==> config.mk <==
export PLATFORM = sky130hd
export DESIGN_NAME = cvxif_pipelined_copro
export DESIGN_NICKNAME = d
export VERILOG_FILES = /design/src/rtl/cvxif_copro_pkg.sv /design/src/rtl/cvxif_copro_alu.sv /design/src/rtl/cvxif_pipelined_copro.sv
export SDC_FILE = /design/constraint.sdc
export NUM_CORES = 1
export LEC_CHECK = 0
export ABC_AREA = 0
export CAP_MARGIN = 40
export CORE_ASPECT_RATIO = 0.75
export CORE_MARGIN = 10
export CORE_UTILIZATION = 35
export CTS_CLUSTER_SIZE = 24
export DETAILED_ROUTE_END_ITERATION = 6
export GPL_ROUTABILITY_DRIVEN = 1
export PLACE_DENSITY_LB_ADDON = 0.2
export SLEW_MARGIN = 20
export SYNTH_ARGS = -nofsm -noshare
export SYNTH_HDL_FRONTEND = slang
export SYNTH_SLANG_ARGS = --single-unit
export TNS_END_PERCENT = 5
==> constraint.sdc <==
create_clock -name clk_i -period 8.33 [get_ports clk_i]
set_clock_uncertainty 0.05 [all_clocks]
set_input_delay 1.2495 -clock clk_i [delete_from_list [all_inputs] [get_ports clk_i]]
set_output_delay 1.2495 -clock clk_i [all_outputs]
set_load 0.01 [all_outputs]
==> src/rtl/cvxif_copro_pkg.sv <==
// Shared types for the CV-X-IF coprocessor: opcode, funct3 codes, buffer entry.
// CVXIF_COPRO_MUL_EN enables funct3 010 (MUL) in cvxif_copro_alu.
package cvxif_copro_pkg;

    localparam logic [6:0] OPC_CUSTOM0 = 7'b0001011;

    // Entry fields are sized for the widest supported configuration.
    localparam int unsigned COPRO_XLEN_MAX = 64;
    localparam int unsigned COPRO_ID_MAX   = 8;

    typedef enum logic [2:0] {
        F3_ADD = 3'b000,
        F3_SUB = 3'b001,
        F3_MUL = 3'b010,
        F3_XOR = 3'b100,
        F3_NOP = 3'b111
    } copro_funct3_e;

    typedef struct packed {
        logic                      valid;
        logic                      committed;
        logic                      killed;
        logic                      we;
        logic [4:0]                rd;
        logic [COPRO_ID_MAX-1:0]   id;
        logic [COPRO_XLEN_MAX-1:0] data;
    } copro_entry_t;

endpackage

==> src/rtl/cvxif_copro_alu.sv <==
// funct3 decode and arithmetic for the custom-0 opcode.
// MUL exists only when CVXIF_COPRO_MUL_EN is defined.
module cvxif_copro_alu
    import cvxif_copro_pkg::*;
#(
    parameter int unsigned XLEN = 64
) (
    input  logic [31:0]     instr_i,
    input  logic [XLEN-1:0] rs1_i,
    input  logic [XLEN-1:0] rs2_i,
    output logic            accept_o,
    output logic            writeback_o,
    output logic [XLEN-1:0] data_o
);

    copro_funct3_e f3;
    logic          unused_instr;

    assign f3           = copro_funct3_e'(instr_i[14:12]);
    assign unused_instr = ^{instr_i[31:15], instr_i[11:7]};

    // Decode opcode/funct3 and compute the result in the issue cycle.
    always_comb begin
        accept_o    = 1'b0;
        writeback_o = 1'b0;
        data_o      = '0;
        if (instr_i[6:0] == OPC_CUSTOM0) begin
            case (f3)
                F3_ADD: begin
                    accept_o    = 1'b1;
                    writeback_o = 1'b1;
                    data_o      = rs1_i + rs2_i;
                end
                F3_SUB: begin
                    accept_o    = 1'b1;
                    writeback_o = 1'b1;
                    data_o      = rs1_i - rs2_i;
                end
                F3_XOR: begin
                    accept_o    = 1'b1;
                    writeback_o = 1'b1;
                    data_o      = rs1_i ^ rs2_i;
                end
                F3_NOP: begin
                    accept_o    = 1'b1;
                end
`ifdef CVXIF_COPRO_MUL_EN
                F3_MUL: begin
                    accept_o    = 1'b1;
                    writeback_o = 1'b1;
                    data_o      = rs1_i * rs2_i;
                end
`endif
                default: begin
                    accept_o    = 1'b0;
                end
            endcase
        end
    end

endmodule

==> src/rtl/cvxif_pipelined_copro.sv <==
// CV-X-IF coprocessor: circular result buffer with commit/kill, in-order results.
// Optional MUL is controlled by CVXIF_COPRO_MUL_EN (see cvxif_copro_alu).
module cvxif_pipelined_copro
    import cvxif_copro_pkg::*;
#(
    parameter int unsigned XLEN     = 64,
    parameter int unsigned ID_WIDTH = 3,
    parameter int unsigned DEPTH    = 4,
    parameter int unsigned LATENCY  = 2
) (
    input  logic                clk_i,
    input  logic                rst_i,
    input  logic                issue_valid_i,
    output logic                issue_ready_o,
    input  logic [31:0]         issue_instr_i,
    input  logic [XLEN-1:0]     issue_rs1_i,
    input  logic [XLEN-1:0]     issue_rs2_i,
    input  logic [ID_WIDTH-1:0] issue_id_i,
    output logic                issue_accept_o,
    output logic                issue_writeback_o,
    input  logic                commit_valid_i,
    input  logic [ID_WIDTH-1:0] commit_id_i,
    input  logic                commit_kill_i,
    output logic                result_valid_o,
    input  logic                result_ready_i,
    output logic [ID_WIDTH-1:0] result_id_o,
    output logic [XLEN-1:0]     result_data_o,
    output logic [4:0]          result_rd_o,
    output logic                result_we_o
);

    localparam int unsigned PTR_W = $clog2(DEPTH);
    localparam int unsigned CNT_W = $clog2(DEPTH + 1);
    localparam int unsigned AGE_W = 4;

    copro_entry_t     ent_q [DEPTH];
    copro_entry_t     ent_d [DEPTH];
    copro_entry_t     head;
    copro_entry_t     new_ent;
    logic [PTR_W-1:0] wptr_q, wptr_d;
    logic [PTR_W-1:0] rptr_q, rptr_d;
    logic [CNT_W-1:0] count_q, count_d;
    logic [AGE_W-1:0] age_q, age_d;
    logic             alu_accept;
    logic             alu_wb;
    logic [XLEN-1:0]  alu_data;
    logic             enq;
    logic             pop;
    logic             kill_pop;

    function automatic logic [PTR_W-1:0] ptr_inc(input logic [PTR_W-1:0] p);
        return (p == PTR_W'(DEPTH - 1)) ? '0 : p + 1'b1;
    endfunction

    cvxif_copro_alu #(
        .XLEN(XLEN)
    ) u_alu (
        .instr_i    (issue_instr_i),
        .rs1_i      (issue_rs1_i),
        .rs2_i      (issue_rs2_i),
        .accept_o   (alu_accept),
        .writeback_o(alu_wb),
        .data_o     (alu_data)
    );

    assign head              = ent_q[rptr_q];
    assign issue_ready_o     = count_q < CNT_W'(DEPTH);
    assign issue_accept_o    = alu_accept;
    assign issue_writeback_o = alu_wb;
    assign enq               = issue_valid_i && issue_ready_o && alu_accept;
    assign result_valid_o    = head.valid && head.committed && !head.killed
                               && (age_q == AGE_W'(LATENCY));
    assign kill_pop          = head.valid && head.committed && head.killed;
    assign pop               = (result_valid_o && result_ready_i) || kill_pop;
    assign result_id_o       = head.id[ID_WIDTH-1:0];
    assign result_data_o     = head.data[XLEN-1:0];
    assign result_rd_o       = head.rd;
    assign result_we_o       = head.we;

    // Build the entry for the current issue; a same-cycle commit lands on it.
    always_comb begin
        new_ent      = '0;
        new_ent.valid = 1'b1;
        new_ent.we   = alu_wb;
        new_ent.rd   = issue_instr_i[11:7];
        new_ent.id   = COPRO_ID_MAX'(issue_id_i);
        new_ent.data = COPRO_XLEN_MAX'(alu_data);
        if (commit_valid_i && (commit_id_i == issue_id_i)) begin
            new_ent.committed = 1'b1;
            new_ent.killed    = commit_kill_i;
        end
    end

    // Next-state: commit marking, pop/age, enqueue, occupancy.
    always_comb begin
        ent_d   = ent_q;
        wptr_d  = wptr_q;
        rptr_d  = rptr_q;
        count_d = count_q;
        age_d   = age_q;
        for (int i = 0; i < DEPTH; i++) begin
            if (commit_valid_i && ent_q[i].valid
                && (ent_q[i].id == COPRO_ID_MAX'(commit_id_i))) begin
                ent_d[i].committed = 1'b1;
                if (commit_kill_i) begin
                    ent_d[i].killed = 1'b1;
                end
            end
        end
        if (pop) begin
            ent_d[rptr_q] = '0;
            rptr_d        = ptr_inc(rptr_q);
            age_d         = '0;
        end else if (head.valid && head.committed
                     && (age_q != AGE_W'(LATENCY))) begin
            age_d = age_q + 1'b1;
        end
        if (enq) begin
            ent_d[wptr_q] = new_ent;
            wptr_d        = ptr_inc(wptr_q);
        end
        case ({enq, pop})
            2'b10:   count_d = count_q + 1'b1;
            2'b01:   count_d = count_q - 1'b1;
            default: count_d = count_q;
        endcase
    end

    // State registers with synchronous reset.
    always_ff @(posedge clk_i) begin
        if (rst_i) begin
            ent_q   <= '{default: '0};
            wptr_q  <= '0;
            rptr_q  <= '0;
            count_q <= '0;
            age_q   <= '0;
        end else begin
            ent_q   <= ent_d;
            wptr_q  <= wptr_d;
            rptr_q  <= rptr_d;
            count_q <= count_d;
            age_q   <= age_d;
        end
    end

endmodule

# [Yosys cells after proc, flatten, opt, wreduce, memory -nomap -nowiden]
# Index checks and enable logic that the tools add are counted.
[word_totals] regBits=335 input_bits=172 out_inout_bits=77 wordCells=118
[op_classes] n_addsub=7 magnitude_cmp=5 n_eq_ne=15 mux=28 n_bitwise=5 reduce_logical=26
[op_table] cell="$mux W324" n=2
[op_table] cell="$and A324 B324 Y324" n=1
[op_table] cell="$bwmux W324" n=1
[op_table] cell="$demux W81 S2" n=2
[op_table] cell="$mux W81" n=4
[op_table] cell="$not A324 Y324" n=1
[op_table] cell="$pmux W64 S3" n=1
[op_table] cell="$bmux W81 S2" n=1
[op_table] cell="$add A64 B64 Y64" n=1
[op_table] cell="$mux W64" n=1
[op_table] cell="$sub A64 B64 Y64" n=1
[op_table] cell="$xor A64 B64 Y64" n=1
[op_table] cell="$eq A8 B3 Y1" n=4
[op_table] cell="$logic_and A1 B1 Y1" n=19
[op_table] cell="$mux W2" n=7
[op_table] cell="$mux W1" n=8
[op_table] cell="$eq A7 B4 Y1 const B" n=1
[op_table] cell="$eq A2 B2 Y1 const B" n=3
[op_table] cell="$eq A3 B3 Y1 const B" n=2
[op_table] cell="$ge A3 B3 Y1 const B" n=2
[op_table] cell="$lt A3 B1 Y1 const B" n=2
[op_table] cell="$not A2 Y3" n=2
[op_table] cell="$pmux W3 S2" n=1
[op_table] cell="$add A2 B1 Y2 const B" n=2
[op_table] cell="16 further kinds" n=16

# [Logic depth before layout (Yosys ltp)]
[depth] depth_word=12 ltp_mapped=22 mapped_depth_nobuf=22

# [Modules after synthesis]
# A second synthesis with hierarchy kept.
[hier_totals] cells_unflattened=2240 hier_area_um2=20293.2
[by_module_without_submodules] module="cvxif_pipelined_copro" n_inst=1 cells_per_inst=1296 area_each_um2=13980.9
[by_module_without_submodules] module="cvxif_copro_alu" n_inst=1 cells_per_inst=944 area_each_um2=6312.3

# [Worst setup path before layout]
# OpenSTA, ideal clock, no wires.
[synth_path] kind="input to register" startpoint="input issue_rs2_i[13]" endpoint="register ent_q[46] in the netlist's numbering" setup_time_ns=0.070 arrival_ns=5.942 t_required_ns=8.210 setup_slack_ns=2.268 path_stages=17 n_path_buf=1 path_cell_list="or3_4 or4_4 nor4_4 or3b_1 o41ai_1 xor2_1 ha_1 clkbuf_1 a21oi_1 o21ai_0 nor2b_1 a2111oi_0 a21boi_0 or3_1 xnor2_1 a21oi_1 a21oi_1"
[synth_between] elab_chain_cells=5
[synth_lines] item="start: declaration" line_no="cvxif_pipelined_copro.sv:17" text="input logic [XLEN-1:0] issue_rs2_i,"
[synth_lines] item="$sub A64 B64 Y64 or $add A64 B64 Y64 (tied branches)" line_no="cvxif_copro_alu.sv:37, cvxif_copro_alu.sv:32"
[synth_lines] item="$pmux W64 S3 (*)" line_no="cvxif_copro_alu.sv:28" text="case (f3)"
[synth_lines] item="$mux W64 (*)" line_no="cvxif_copro_alu.sv:27" text="if (instr_i[6:0] == OPC_CUSTOM0) begin"
[synth_lines] item="$bwmux W324 (*)" line_no="cvxif_pipelined_copro.sv:119" text="ent_d[wptr_q] = new_ent;"
[synth_lines] item="$mux W324 (*)" line_no="cvxif_pipelined_copro.sv:118" text="if (enq) begin"
[synth_lines] item="end signal: assignment" line_no="cvxif_pipelined_copro.sv:138" text="ent_q <= ent_d;"
[synth_lines] item="end: declaration" line_no="cvxif_pipelined_copro.sv:36" text="copro_entry_t ent_q [DEPTH];"
# Every way passes the cells marked *; elsewhere a longest branch is shown, timed or not.
# A chain may end at the register's enable or synchronous reset.

# [Worst setup path after layout]
[layout_path] startpoint="input issue_rs2_i[13]" endpoint="register ent_q[224] in the netlist's numbering"
# Same word-level chain as after synthesis.

==> results.cfg <==
[outcome]
status = complete, no violations

[clock_tree]
root_buffer = clkbuf_16
holdBufCountCts = 0
cts_buffers = 34
path_clk_slew_ns = 0.06
cts_setup_buffers = 0
cts_tree = yes
clock-sinks = 335
clockBufferDepth = 3
htreeDepth = 2
cts_resized = 0
clk_latency_ns = 0.54

[layout]
fin_nets = 2658
num_antenna_cells = 0
final_area_sq_um = 23800
syn2layout_area_growth_pct = 21.8
layout_commonest_cell = dfxtp_1
drive_above_1_share_pct = 8.55
final_cell_mix = 333 x dfxtp_1, 246 x nor2_1, 230 x clkdlybuf4s50_1
utilization_pct = 43.4

[placed_design]
placed_area_sq_um = 22600
dp_hpwl_um = 53000
gp_congestion = 0.913
place_ws_ns = 0.677
io_buffers = 231

[power]
p_clk_share_pct = 40.2
ir_worst_vdd_mv = 0.0961
power_switching_share_pct = 28.5
pwr-share-seq_pct = 40.8
power.leakage_nw = 8.45
powerDensity_nw_per_um2 = 165
p_sw_mw = 1.12
internal_power_mw = 2.80
p_comb_share_pct = 19.0

[synthesis]
synth_mux_area_share_pct = 8.93
yosysSeqAreaShare_pct = 34.3
synth_edf_count = 0
synth_top_family_by_area = compound AO/OA/AOI/OAI gates
synthesis.area_sq_um = 19600
synth_warnings = 0
synth_adder_area_share_pct = 5.00
ys_ff_latch = 335
ys.flop_type = dfxtp_1
async_reset_ff_share_pct = 0
synth_compound_area_share_pct = 23.3
synth-xor-area-share_pct = 8.46
avgSynthCellArea_sq_um = 8.65
synth-simple-area-share_pct = 16.3
yosys.cell_types.count = 74
syn_nets = 2509
synth_cells = 2260

[critical_path]
cp-start-kind = primary input
crit_fanout = 7
reg2reg_depth = 10
end_kind = flop
worstPathArrival_ns = 7.53
rr_endpoint = ent_q[321]
r2r-start = rptr_q[1]
critPathKind = primary input to flop
worstPathRequired_ns = 8.67
ff2ff_setup_slack_ns = 5.14

[die]
fp.dieH_um = 225
dieArea_sq_um = 65800
initial_core_util_pct = 35.6
io-pin-count = 249
die_x_um = 293
num_rows = 74
core-area_sq_um = 54900

[routing]
detail-route-antenna-nets = 0
drc = 0
drt_iter0_markers = 1556
post_drt_wl_per_cell_um = 23.1
dr.pass1.iters = 6
route.vias.total = 18127
drt_wl_total_um = 72800
viasPerCell = 5.74

[global_route]
grtUsageTotal_pct = 21.4
grt_max_degree = 79
antenna_found_initial = 0
grt_pass1_wl_um = 111000
gr-total-overflow = 0
grt_pass1_vias = 18329

[sta]
fmax_mhz = 139
slew_viol_final = 0
post-route-period-util_pct = 86.3
tightest_slew_ns = 0.834
hold_violations = 0
fin_ws_ns = 1.14
final-setup-viol-count = 0
relSlewSlack_pct = 44.2
rsz0062_at_grt = false
period_needed_ns = 7.19
setup_tns_ns = 0

[worst_hold_path]
min_from = ent_q[141]
hold_path.class = flop to flop
holdPathEnd = ent_q[141]
worstHoldPathCells = 2

[job]
cap_violations = 0
[worst max-delay path, stage by stage]
cell	delay, ns
clkdlybuf4s50_1	0.49
or3_4	0.45
or4_4	0.45
nor4_4	0.34
or3b_1	0.55
o41ai_1	0.71
xor2_1	0.15
ha_1	0.42
a21oi_1	0.26
o21ai_0	0.17
nor2b_1	0.16
a2111oi_0	0.52
buf_4	0.24
a21oi_1	0.09
a211oi_1	0.50
nor2_1	0.10
nor3b_1	0.51
o21ai_0	0.17
[layer usage]
metal  vias to the layer above  share of wire [%]  track usage [%]
li1                       8586                  -                -
met1                      8842                 44             28.3
met2                       587                 46             35.6
met3                       112                6.4             3.24
met4                         0                3.0             6.77
met5                         -                  0                0
[worst max-delay path by stage]
stage	from	end	slack (ns)	cells past startpoint
final	issue_rs2_i[13]	ent_q[224]	1.14	18
after global routing	issue_rs2_i[13]	ent_q[302]	0.64	19
after CTS	issue_rs2_i[13]	ent_q[302]	1.21	19
after detailed placement	issue_rs2_i[13]	ent_q[302]	0.68	19
after global placement	issue_rs2_i[13]	ent_q[302]	0.83	19
after floorplan	issue_rs2_i[13]	ent_q[46]	2.27	17
[cell families (layout without fill, tap and decap cells)]
| group | count (synthesis) | after routing |
|---|---|---|
| AND/OR/NAND/NOR | 687 | 687 |
| flip-flops | 335 | 335 |
| multiplexers | 82 | 82 |
| adder cells (fa/ha/maj) | 77 | 77 |
| buffers and inverters | 192 | 366 |
| XOR/XNOR | 189 | 189 |
| AO/OA/AOI/OAI | 698 | 698 |
[through the flow]
stage	hold WS, ns	total power, mW	cells
2_1_floorplan	0.370	2.09	2260
3_3_place_gp	0.379	2.37	3086
3_5_place_dp	0.387	2.37	3093
4_1_cts	0.401	3.94	3154
5_1_grt	0.420	4.09	3156
6_report	0.398	3.92	3156
[power by group through the flow]
stage | combinational [mW] | sequential [mW] | clock [mW]
floorplan | 0.457 | 1.64 | 0
global placement | 0.731 | 1.64 | 0
detailed placement | 0.730 | 1.64 | 0
CTS | 0.734 | 1.60 | 1.60
global route | 0.814 | 1.60 | 1.67
finish | 0.745 | 1.60 | 1.58
[flip-flops by register name, indices dropped and copies added, names as in the netlist]
signal,flops
ent_q,324
age_q,4
wptr_q,2
rptr_q,2
count_q,3
[layout make-up]
type                       instances  area [sq um]
fill                            5376         31100
clock buffer                      50          1010
timing repair buffer             274          2740
clock inverter                    11           118
sequential                       335          6710
multi-input combinational       1733         12200
tap                              722           903
inverter                          31           116
[cells in the mapped netlist, types with 5 or more instances]
| cell type | instances | area, sq um |
|---|---|---|
| dfxtp_1 | 335 | 6710 |
| nor2_1 | 251 | 942 |
| nand2_1 | 196 | 736 |
| o21ai_0 | 174 | 871 |
| a21oi_1 | 156 | 781 |
| a22oi_1 | 147 | 1100 |
| clkbuf_1 | 133 | 499 |
| xnor2_1 | 95 | 832 |
| xor2_1 | 94 | 823 |
| ha_1 | 75 | 938 |
| mux4_2 | 74 | 1670 |
| a22o_1 | 65 | 569 |
| nand3_1 | 37 | 185 |
| inv_1 | 31 | 116 |
| nand4_1 | 31 | 194 |
| nor3_1 | 27 | 135 |
| a21o_1 | 26 | 195 |
| and2_1 | 26 | 163 |
| buf_1 | 26 | 97.6 |
| or3_1 | 17 | 106 |
| nor2b_1 | 15 | 93.8 |
| o22ai_1 | 15 | 93.8 |
| and3_1 | 14 | 87.6 |
| nor4_1 | 14 | 87.6 |
| o21bai_1 | 13 | 97.6 |
| o31ai_1 | 12 | 90.1 |
| a31oi_1 | 10 | 62.6 |
| or4_1 | 10 | 75.1 |
| a211oi_1 | 9 | 67.6 |
| or2_2 | 9 | 56.3 |
| mux2i_1 | 8 | 80.1 |
| nand3b_1 | 8 | 60.1 |
| nor3b_1 | 8 | 60.1 |
| o211ai_1 | 8 | 60.1 |
| a21boi_0 | 6 | 45.0 |
| a32oi_1 | 6 | 52.6 |
| nand2b_1 | 6 | 37.5 |
| o21a_1 | 6 | 45.0 |
| o41ai_1 | 6 | 52.6 |
| a221oi_1 | 5 | 43.8 |
| a2bb2oi_1 | 5 | 43.8 |
Power figures use the tool's default switching activity.
